--- src/rtl/signal_shape_gen.sv ---
// Waveform shaper for the DDS path: square/saw/triangle/inverted saw with amplitude scaling.
// Config writes are shadowed and only become active on a phase wrap.
module signal_shape_gen #(
    parameter int PHASE_W = 14,
    parameter int OUT_W   = 12
) (
    input  logic               clk,
    input  logic               rst,
    input  logic [PHASE_W-1:0] phase,
    input  logic               phase_valid,
    input  logic [1:0]         cfg_mode,
    input  logic [PHASE_W-1:0] cfg_duty,
    input  logic [OUT_W-1:0]   cfg_amp,
    input  logic               cfg_valid,
    output logic               cfg_pending,
    output logic [OUT_W-1:0]   value,
    output logic               value_valid,
    output logic               cycle_start
);

    function automatic logic [OUT_W-1:0] shape(input logic [1:0]         mode,
                                               input logic [PHASE_W-1:0] ph,
                                               input logic [PHASE_W-1:0] duty);
        logic [OUT_W-1:0] r;
        case (mode)
            2'd0:    r = (ph < duty) ? '1 : '0;
            2'd1:    r = ph[PHASE_W-1 -: OUT_W];
            2'd2:    r = ph[PHASE_W-1] ? ~ph[PHASE_W-2 -: OUT_W] : ph[PHASE_W-2 -: OUT_W];
            default: r = ~ph[PHASE_W-1 -: OUT_W];
        endcase
        return r;
    endfunction

    // amp+1 makes all-ones amplitude an exact passthrough after the shift.
    function automatic logic [OUT_W-1:0] scale(input logic [OUT_W-1:0] raw,
                                               input logic [OUT_W-1:0] amp);
        logic [OUT_W:0]   amp1;
        logic [2*OUT_W:0] prod;
        amp1 = {1'b0, amp} + (OUT_W+1)'(1);
        prod = (2*OUT_W+1)'(raw) * (2*OUT_W+1)'(amp1);
        return OUT_W'(prod >> OUT_W);
    endfunction

    logic [1:0]         act_mode, sh_mode, sel_mode, mode_p0;
    logic [PHASE_W-1:0] act_duty, sh_duty, sel_duty, duty_p0;
    logic [OUT_W-1:0]   act_amp, sh_amp, sel_amp, amp_p0, amp_p1;
    logic [PHASE_W-1:0] last_phase, phase_p0;
    logic [OUT_W-1:0]   raw_p1;
    logic               first, wrap, take_shadow;
    logic               vld_p0, vld_p1, vld_p2;
    logic               wrap_p0, wrap_p1, wrap_p2;

    always_comb begin
        wrap        = phase_valid && (first || (phase < last_phase));
        take_shadow = wrap && cfg_pending;
        sel_mode    = take_shadow ? sh_mode : act_mode;
        sel_duty    = take_shadow ? sh_duty : act_duty;
        sel_amp     = take_shadow ? sh_amp  : act_amp;
    end

    always_ff @(posedge clk) begin
        if (rst) begin
            act_mode    <= 2'd0;
            act_duty    <= PHASE_W'(1) << (PHASE_W-1);
            act_amp     <= '1;
            sh_mode     <= 2'd0;
            sh_duty     <= '0;
            sh_amp      <= '0;
            cfg_pending <= 1'b0;
            first       <= 1'b1;
            last_phase  <= '0;
            vld_p0      <= 1'b0;
            vld_p1      <= 1'b0;
            vld_p2      <= 1'b0;
            wrap_p0     <= 1'b0;
            wrap_p1     <= 1'b0;
            wrap_p2     <= 1'b0;
            value       <= '0;
        end else begin
            if (take_shadow) begin
                act_mode <= sh_mode;
                act_duty <= sh_duty;
                act_amp  <= sh_amp;
            end
            // A write landing on a wrap is kept for the following wrap.
            if (cfg_valid) begin
                sh_mode     <= cfg_mode;
                sh_duty     <= cfg_duty;
                sh_amp      <= cfg_amp;
                cfg_pending <= 1'b1;
            end else if (wrap) begin
                cfg_pending <= 1'b0;
            end
            if (phase_valid) begin
                last_phase <= phase;
                first      <= 1'b0;
            end
            vld_p0  <= phase_valid;
            wrap_p0 <= wrap;
            vld_p1  <= vld_p0;
            wrap_p1 <= wrap_p0;
            vld_p2  <= vld_p1;
            wrap_p2 <= wrap_p1;
            if (vld_p1) value <= scale(raw_p1, amp_p1);
        end
    end

    always_ff @(posedge clk) begin
        // p0: captured phase with the config that applies to it
        if (phase_valid) begin
            phase_p0 <= phase;
            mode_p0  <= sel_mode;
            duty_p0  <= sel_duty;
            amp_p0   <= sel_amp;
        end
        // p1: unscaled waveform sample
        if (vld_p0) begin
            raw_p1 <= shape(mode_p0, phase_p0, duty_p0);
            amp_p1 <= amp_p0;
        end
    end

    assign value_valid = vld_p2;
    assign cycle_start = wrap_p2;

endmodule

--- config.mk ---
export PLATFORM = sky130hd
export DESIGN_NAME = signal_shape_gen
export DESIGN_NICKNAME = d
export VERILOG_FILES = /design/src/rtl/signal_shape_gen.sv
export SDC_FILE = /design/constraint.sdc
export NUM_CORES = 1
export LEC_CHECK = 0
export CAP_MARGIN = 20
export CORE_MARGIN = 8
export CORE_UTILIZATION = 45
export CTS_CLUSTER_DIAMETER = 100
export CTS_CLUSTER_SIZE = 16
export DETAILED_ROUTE_END_ITERATION = 16
export GPL_TIMING_DRIVEN = 0
export PLACE_DENSITY = 0.64
export SKIP_LAST_GASP = 1
export SLEW_MARGIN = 20
export SYNTH_ARGS = -nofsm -noshare
export SYNTH_HDL_FRONTEND = slang
export SYNTH_SLANG_ARGS = --single-unit
export TNS_END_PERCENT = 30
--- constraint.sdc ---
create_clock -name clk -period 7.2 [get_ports clk]
set_clock_uncertainty 0.05 [all_clocks]
set_input_delay 1.08 -clock clk [delete_from_list [all_inputs] [get_ports clk]]
set_output_delay 1.08 -clock clk [all_outputs]
set_load 0.05 [all_outputs]
======== Word-level counts from Yosys, hierarchy flattened ========
Cells that the tools add are included.
storage, ports and cells
  register bits ........................... 156
  latch bits .............................. 0
  RAM bits ................................ 0
  memory bits (read-only) ................. 0
  input bits .............................. 46
  output and inout bits ................... 15
  logic and storage cells ................. 43
  memories kept ........................... 0
operators by class
  $add $sub $neg .......................... 1
  multipliers ............................. 1
  divide/modulo/power cells ............... 0
  magnitude comparators ................... 2
  equal/unequal tests ..................... 2
  shift operators ......................... 0
  multiplexer cells ....................... 8
  bitwise logic cells ..................... 2
  reduce and logical (&&, ||, !) cells .... 5
operators by type and width
  operator                                                          count
  12-bit 2-to-1 mux                                                 3
  12-bit case mux with 3 select lines                               1
  14-bit less-than comparator                                       2
  12-bit by 13-bit multiplier with 24-bit output                    1
  12-bit NOT                                                        2
  14-bit 2-to-1 mux                                                 1
  12-bit by 1-bit adder with 13-bit output (second input constant)  1
  2-bit by 1-bit == test with 1-bit output (second input constant)  1
  2-bit == test (second input constant)                             1
  1-bit logical AND                                                 2
  2-bit logical NOT                                                 1
  1-bit 2-to-1 mux                                                  2
  2-bit 2-to-1 mux                                                  1
  2-bit nonzero test                                                1
  1-bit logical OR                                                  1

======== Longest topological paths before layout ========
Gate-level depths: netlist of run 1.
  depth after elaboration ................. 5
  mapped depth ............................ 23
  mapped depth without buffers ............ 21

======== Worst setup path after synthesis of run 1 ========
No wires, ideal clock.
  path kind ............................... register to register
  from .................................... reg amp_p1[0]
  to ...................................... reg value[11]
  library setup time ...................... 0.091 ns
  arrival time ............................ 6.067 ns
  path slack .............................. 0.993 ns
  cell stages (with the launch flop) ...... 24
  clock period less this slack ............ 6.207 ns
  cells stage by stage .................... edfxtp_1 -> ha_1 -> and3_1 -> clkbuf_1 -> nand3_1 -> xnor2_1 -> clkbuf_1 -> nand2_1 -> fa_1 -> inv_1 -> fa_1 -> fa_1 -> fa_1 -> inv_1 -> fa_1 -> inv_1 -> ha_1 -> clkbuf_1 -> and4_2 -> a221oi_2 -> o221ai_1 -> a21o_1 -> or3_1 -> a311oi_1
between the ends
  word-level cells in the longest chain between the ends .. 2
ends and longest elaborated chain
  item                                            RTL line  text
  from (decl)                                     46        logic [OUT_W-1:0] act_amp, sh_amp, sel_amp, amp_p0, amp_p1;
  from (signal assigned)                          119       amp_p1 <= amp_p0;
  12-bit by 1-bit adder with 13-bit output        39        amp1 = {1'b0, amp} + (OUT_W+1)'(1);
  12-bit by 13-bit multiplier with 24-bit output  40        prod = (2*OUT_W+1)'(raw) * (2*OUT_W+1)'(amp1);
  to (signal assigned)                            104       if (vld_p1) value <= scale(raw_p1, amp_p1);
  to (decl)                                       16        output logic [OUT_W-1:0] value,
No other way between the ends.
A chain may end at the register's enable or synchronous reset.

======== Worst setup path in the final report of run 1 ========
Ends and elaborated chain as after synthesis.

==> results of run 1 <==
cell families (layout without fill, tap and decap cells):
kind of cell	count (synthesis)	count (layout)	share of synthesized area, %
XOR/XNOR	28	28	2.10
buffers and inverters	228	319	7.46
AO/OA/AOI/OAI	132	132	8.45
multiplexers	98	98	8.70
AND/OR/NAND/NOR	334	334	13.5
adder cells (fa/ha/maj)	191	191	27.4
flip-flops	156	156	32.4
metrics by stage:
stage / worst slack [ps] / hold WS (ps) / instance area [um2] / power, mW
6_report: 219 / 363 / 13300 / 4.98
5_1_grt: -187 / 374 / 13300 / 5.46
4_1_cts: 100 / 365 / 13300 / 4.99
3_5_place_dp: -19.7 / 355 / 12700 / 4.04
3_3_place_gp: 17.5 / 353 / 12700 / 4.02
2_1_floorplan: 993 / 350 / 11700 / 3.25
layout make-up:
cell class | instances | area (um2) | share of cell area, %
plain buffers | 63 | 253 | 1.90
clock buffers | 18 | 429 | 3.22
clock inverters | 14 | 178 | 1.33
inverters | 165 | 619 | 4.65
multi-input cells | 783 | 7040 | 52.9
flip-flops and latches | 156 | 3780 | 28.4
well taps | 335 | 419 | 3.15
repair buffers | 59 | 596 | 4.47
worst max path at each step:
stage	cells after the start	to	from
final	23	value[11]$_SDFFE_PP0P_	amp_p1[0]$_DFFE_PP_
after floorplan	23	value[11]$_SDFFE_PP0P_	amp_p1[0]$_DFFE_PP_
after global placement	23	value[11]$_SDFFE_PP0P_	amp_p1[0]$_DFFE_PP_
after global routing	23	value[11]$_SDFFE_PP0P_	amp_p1[0]$_DFFE_PP_
after detailed placement	23	value[11]$_SDFFE_PP0P_	amp_p1[0]$_DFFE_PP_
after CTS	23	value[11]$_SDFFE_PP0P_	amp_p1[0]$_DFFE_PP_
sequential cells by signal, indices dropped and copies added (netlist names), 2 cells and up:
name	cells
act_duty	14
duty_p0	14
last_phase	14
phase_p0	14
sh_duty	14
act_amp	12
amp_p0	12
amp_p1	12
raw_p1	12
sh_amp	12
value	12
act_mode	2
mode_p0	2
sh_mode	2
power by group through the flow:
| stage | Combinational, mW | Clock (mW) | Sequential (mW) |
|---|---|---|---|
| final | 3.02 | 0.906 | 1.05 |
| after global routing | 3.44 | 0.961 | 1.06 |
| after CTS | 3.01 | 0.929 | 1.05 |
| after detailed placement | 2.97 | 0 | 1.07 |
| after global placement | 2.95 | 0 | 1.07 |
| after floorplan | 2.13 | 0 | 1.12 |
cell usage in the layout, fill, tap and decap left out, types with 3 or more instances in the layout:
cell type,n
nand4b_1,3
xnor2_1,13
nand3_1,15
a211oi_1,5
or3_1,3
o31ai_1,4
nor3_1,4
nand2_1,123
o21a_1,5
inv_6,5
nand4_1,4
edfxtp_1,66
mux2i_1,70
clkdlybuf4s50_1,57
clkbuf_16,17
clkbuf_1,51
and2_1,68
inv_1,164
a32oi_1,12
nor2_1,80
and3_1,9
nand2b_1,7
o21ai_0,24
fa_1,108
nor2b_1,10
buf_4,3
mux2_2,28
dfxtp_1,90
o21bai_1,4
ha_1,83
buf_2,4
a21o_1,26
o31a_1,3
a32o_1,3
o211ai_1,3
xor2_1,15
o2111ai_1,3
buf_1,6
clkinv_4,4
a21oi_1,15
routing by layer:
layer | vias to the layer above | share of wire (%) | global-route usage (%)
li1 | 4005 | - | -
met1 | 4103 | 47 | 22.7
met2 | 142 | 48 | 26.6
met3 | 20 | 3.4 | 2.50
met4 | 0 | 1.4 | 5.04
met5 | - | 0 | 0
repair_timing:
item | CTS | global route
setup buffers | 0 | 0
gates resized for setup | 1 | 3
endpoints found under the setup margin | 1 | 8
pin swaps | 0 | 0
gates cloned | 0 | 0
==> summary.txt, run 1 <==
Die
  – # IOs: 61
  – Initial Utilization: 45.3%
  – Core Rows: 59
  – Die area: 31,400 um2
  – Die boundary width: 177 um
  – Core box area: 25,800 um2
  – Die Span Y: 177 um

STA
  – Tcrit/Tclk final: 97.0%
  – Period minus WS final: 6980 ps
  – Worst Tran Pin Value: 1030 ps
  – Setup Viol. Count Final: 0
  – Slew headroom: 30.4%
  – Slew Viols, Final: 0
  – Max Fclk: 143 MHz
  – RSZ-0062 raised after global routing: yes
  – Setup TNS: 0 ps
  – Endpoints failing hold: 0

Power and ir drop
  – Int Pwr: 2.65 mW
  – Clk network pwr share: 18.2%
  – Static Leak: 5.93 nW
  – Power Density: 374 nW/um2
  – Combinational group share of total power: 60.7%
  – NetSw: 2.33 mW
  – Sw Share: 46.7%
  – Seq pwr share: 21.1%
  – Peak supply drop: 0.375 mV

Worst setup path
  – CP Launch Type: register
  – Cell family with most CP delay: adder cells
  – Most used cell, CP: fa_1
  – CP Cell Sequence: ha_1 > and3_1 > clkbuf_1 > nand3_1 > xnor2_1 > clkbuf_1 > nand2_1 > fa_1 > fa_1 > inv_1 > fa_1 > fa_1 > inv_1 > fa_1 > inv_1 > ha_1 > buf_2 > a211oi_1 > nand2_1 > a211oi_2 > nor3_1 > or3_1 > a311oi_1
  – Critical path's slowest cell: fa_1
  – Crit path DAT: 7270 ps
  – Reg-to-Reg Start: amp_p1[0]$_DFFE_PP_
  – Reg2reg path depth: 23
  – Setup Crit Path Kind: register to register
  – Critical path buffers and inverters: 6
  – R2r endpoint: value[11]$_SDFFE_PP0P_
  – CP max stage delay: 540 ps
  – CP max FO: 10
  – Worst R2R Setup Slack: 220 ps
  – CP required: 7490 ps
  – Endpoint class of the critical path: register

Logic synthesis
  – Top FF cell, synth: dfxtp_1
  – Post-synth EDFFs: 66
  – Largest area contributor in the netlist: fa_1
  – Mapped Cells: 1,167
  – Synthesized flop and latch total: 156
  – Ys async rst share: 0%
  – Syn avg cell area: 10.0 um2
  – Syn Nets: 1,404
  – Yosys top cell area share: 18.5%
  – Most instantiated cells after synthesis: 164 x inv_1, 123 x nand2_1, 108 x fa_1
  – Register area share after synthesis: 32.4%
  – Top cells by area, synth: fa_1 19%, edfxtp_1 17%, dfxtp_1 15%
  – Cell with the most instances after synthesis: inv_1
  – Synth Warn #: 0
  – Mapped cell area: 11,700 um2
  – Synth cell types: 62

Drt
  – Via density: 5.19
  – Final wirelength: 25,200 um
  – Starting DRT DRC Count: 493
  – TritonRoute pass-1 iters: 5
  – Vias: 8,270
  – Drc violations: 0
  – Antenna-violating nets left: 0
  – Avg WL per Cell: 15.8 um

Global route
  – Vias in the first global route: 8,149
  – First-pass GRT wire length: 41,600 um
  – Initial antenna violation count: 0
  – Largest net degree at the start of global routing: 35
  – Grt total ovfl: 0
  – GRT Util Overall: 16.6%

Job
  – Total of max-cap violations: 0

Min path
  – Hold Path Stages: 0
  – Hold_sp: amp_p0[8]$_DFFE_PP_
  – Hold Path Sink: amp_p1[8]$_DFFE_PP_
  – Worst hold path type: register to register

Final layout
  – Finished Layout Cells: 1,593
  – Fillers: 2,327
  – Final core occ: 51.7%
  – Area grow syn2layout: 14.0%
  – NumNets Final: 1,482
  – Antenna diode count: 0
  – Fraction of layout cells with a size suffix above 1: 5.88%

Placed design
  – Port Buffers: 58
  – Routability Congestion: 0.850
  – Placed insts: 1,561
  – DP Wirelength: 20,200 um

Clocking
  – Max Buffers Root-to-Sink: 2
  – Hold Buf Count CTS: 0
  – CTS clk-pin slew, worst paths: 70 ps
  – Cts bufs inserted: 17
  – Clk root buf: clkbuf_16
  – H-tree depth: 4
  – Worst skew pair latency: 430 ps
  – Clock sink count: 156
  – CTS tree: yes

Status
  – Run status: finished clean
(Power assumes the default switching activity.)
==> run 2: changes to the inputs <==
- CORE_MARGIN: 8 -> 5
==> run 2 against run 1 <==
  * Sequential share of layout area about the same
  * Fmax is 2.2% higher
  * First-iteration DRC count shrank 6.9%
  * Critical endpoint unchanged
  * Highest routed layer unchanged
==> summary.txt, run 2 (synthesis gave the netlist of run 1 again) <==
Final layout
  – Most frequent cells in the layout: 164 x inv_1, 123 x nand2_1, 108 x fa_1 (unchanged)
  – Antenna diode count: 0 (unchanged)
  – NumNets Final: 1,482 (unchanged)
  – Area grow syn2layout: 13.9% (was 14.0%)
  – Reg area: 3780 um2 (unchanged)
  – Multi-input logic area: 7050 um2 (was 7040 um2)
  – Finished Layout Cells: 1,593 (unchanged)
  – Fillers: 2,409 (was 2,327)
  – Commonest non-fill, non-tap cell in the layout: inv_1 (unchanged)
  – Final standard cell area without fillers: 13,300 um2 (about the same)
  – Fraction of layout cells with a size suffix above 1: 6.20% (was 5.88%)

Status
  – Run status: finished clean (unchanged)

Drt
  – Drc violations: 0 (unchanged)
  – Metal2 WL: 12,100 um (about the same)
  – Antenna-violating nets left: 0 (unchanged)
  – Met1 Wirelength: 11,900 um (was 12,000 um)
  – Starting DRT DRC Count: 459 (was 493)
  – DR top layer: met4 (unchanged)
  – TritonRoute pass-1 iters: 5 (unchanged)
  – Metal3 WL: 1110 um (was 855 um)
  – Avg WL per Cell: 16.0 um (was 15.8 um)
  – Via density: 5.20 (was 5.19)
  – Vias: 8,279 (was 8,270)
  – Final wirelength: 25,400 um (was 25,200 um)

Die
  – Core Rows: 59 (unchanged)
  – Initial Utilization: 45.2% (was 45.3%)
  – # IOs: 61 (unchanged)
  – Die boundary width: 171 um (was 177 um)
  – Core box area: 25,800 um2 (about the same)
  – Die Span Y: 171 um (was 177 um)
  – Die area: 29,300 um2 (was 31,400 um2)

STA
  – Final WS setup: 373 ps (was 219 ps)
  – Slew Viols, Final: 0 (unchanged)
  – Period minus WS final: 6830 ps (was 6980 ps)
  – Max Fclk: 146 MHz (was 143 MHz)
  – Setup Viol. Count Final: 0 (unchanged)
  – Tcrit/Tclk final: 94.8% (was 97.0%)
  – Slew headroom: 15.9% (was 30.4%)
  – Setup TNS: 0 ps (unchanged)
  – Endpoints failing hold: 0 (unchanged)
  – RSZ-0062 raised after global routing: yes (unchanged)
  – Worst Tran Pin Value: 1250 ps (was 1030 ps)

Clocking
  – CTS clk-pin slew, worst paths: 70 ps (about the same)
  – Cts bufs inserted: 17 (unchanged)
  – Clk root buf: clkbuf_16 (unchanged)
  – Clock sink count: 156 (unchanged)
  – Hold Buf Count CTS: 0 (unchanged)
  – Max Buffers Root-to-Sink: 2 (unchanged)
  – CTS tree: yes (unchanged)
  – H-tree depth: 4 (unchanged)
  – Worst skew pair latency: 420 ps (was 430 ps)

Global route
  – Largest net degree at the start of global routing: 33 (was 35)
  – Vias in the first global route: 8,217 (was 8,149)
  – First-pass GRT wire length: 42,400 um (was 41,600 um)
  – GRT Util Overall: 18.0% (was 16.6%)
  – Grt total ovfl: 0 (unchanged)
  – Initial antenna violation count: 0 (unchanged)

Power and ir drop
  – Seq pwr share: 21.1% (about the same)
  – Int Pwr: 2.60 mW (was 2.65 mW)
  – Power Density: 375 nW/um2 (was 374 nW/um2)
  – Static Leak: 5.93 nW (about the same)
  – Peak supply drop: 0.428 mV (was 0.375 mV)
  – Sw Share: 47.9% (was 46.7%)
  – Combinational group share of total power: 61.7% (was 60.7%)
  – NetSw: 2.39 mW (was 2.33 mW)
  – Clk network pwr share: 17.3% (was 18.2%)

Placed design
  – Port Buffers: 58 (unchanged)
  – Placed insts: 1,561 (unchanged)
  – Dpl ws: 3.38 ps (was -19.7 ps)
  – Routability Congestion: 0.840 (was 0.850)
  – DP Wirelength: 20,300 um (was 20,200 um)
  – Placed cell area: 12,700 um2 (unchanged)

Worst setup path
  – CP required: 7480 ps (was 7490 ps)
  – Setup Crit Path Kind: register to register (unchanged)
  – Endpoint class of the critical path: register (unchanged)
  – Crit path DAT: 7110 ps (was 7270 ps)
  – CP Launch Type: register (unchanged)
  – CP max FO: 10 (unchanged)

Min path
  – Worst hold path type: register to register (unchanged)

Job
  – Total of max-cap violations: 0 (unchanged)
==> run 2: changes by cell type in the layout (fill, tap and decap cells not counted), sizes merged <==
| cell | before | now |
|---|---|---|
| bufinv | 2 | 0 |
| clkbuf | 69 | 68 |
| inv | 170 | 172 |
| clkinv | 7 | 8 |
==> run 2: stage by stage <==
stage               hold WS [ps]  utilization [%]  total power [mW]
floorplan                    350                -              3.25
global placement             353             49.1              4.03
detailed placement           355             49.1              4.05
CTS                          374             51.4              4.95
global route                 378             51.5              5.48
finish                       374             51.5              4.99
==> run 2: area by class of cell <==
class	instances	area share, %
Buffer	63	1.95
Sequential cell	156	28.4
Clock buffer	17	3.20
Clock inverter	15	1.10
Timing Repair Buffer	59	4.48
Tap cell	335	3.15
Inverter	165	4.66
Multi-Input combinational cell	783	53.0
==> run 2: power by group through the flow <==
stage	registers (mW)	logic, mW	clock network, mW
after floorplan	1.12	2.13	0
after global placement	1.07	2.96	0
after detailed placement	1.07	2.98	0
after CTS	1.05	3.02	0.877
after global routing	1.06	3.50	0.916
final	1.05	3.08	0.861
==> run 2: worst max-delay path, cell delays in order, from the launching register on <==
cell      delay, ps
edfxtp_1        470
ha_1            240
and3_1          160
clkbuf_1        230
xor2_1          350
clkbuf_2        310
and2_1          180
fa_1            440
fa_1            540
fa_1            520
fa_1            540
inv_1            50
fa_1            520
inv_1            40
ha_1            270
clkbuf_1        200
and4_2          280
a221oi_2        310
o221ai_1        170
a21o_1          200
or3_1           380
a311oi_1        260
==> run 2: repair_timing <==
action,CTS,global route
pin swaps,0,0
resized for setup,1,13
setup buffers,0,0
endpoints found under the hold margin,0,0
endpoints found under the setup margin,1,10
==> run 2: final timing paths <==
kind	endpoint	slack [ps]	startpoint	cells past startpoint
worst max-delay path	value[11]$_SDFFE_PP0P_	370	amp_p1[0]$_DFFE_PP_	21
worst min register to register	amp_p1[0]$_DFFE_PP_	370	amp_p0[0]$_DFFE_PP_	0
worst min-delay path	amp_p1[0]$_DFFE_PP_	370	amp_p0[0]$_DFFE_PP_	0
worst max register to register	value[11]$_SDFFE_PP0P_	370	amp_p1[0]$_DFFE_PP_	21
==> run 2: per-layer routing <==
layer / GRT usage [%] / vias to the layer above
met1: 25.6 / 4069
met5: 0 / -
li1: - / 3999
met3: 2.93 / 26
met2: 28.8 / 185
met4: 4.86 / 0
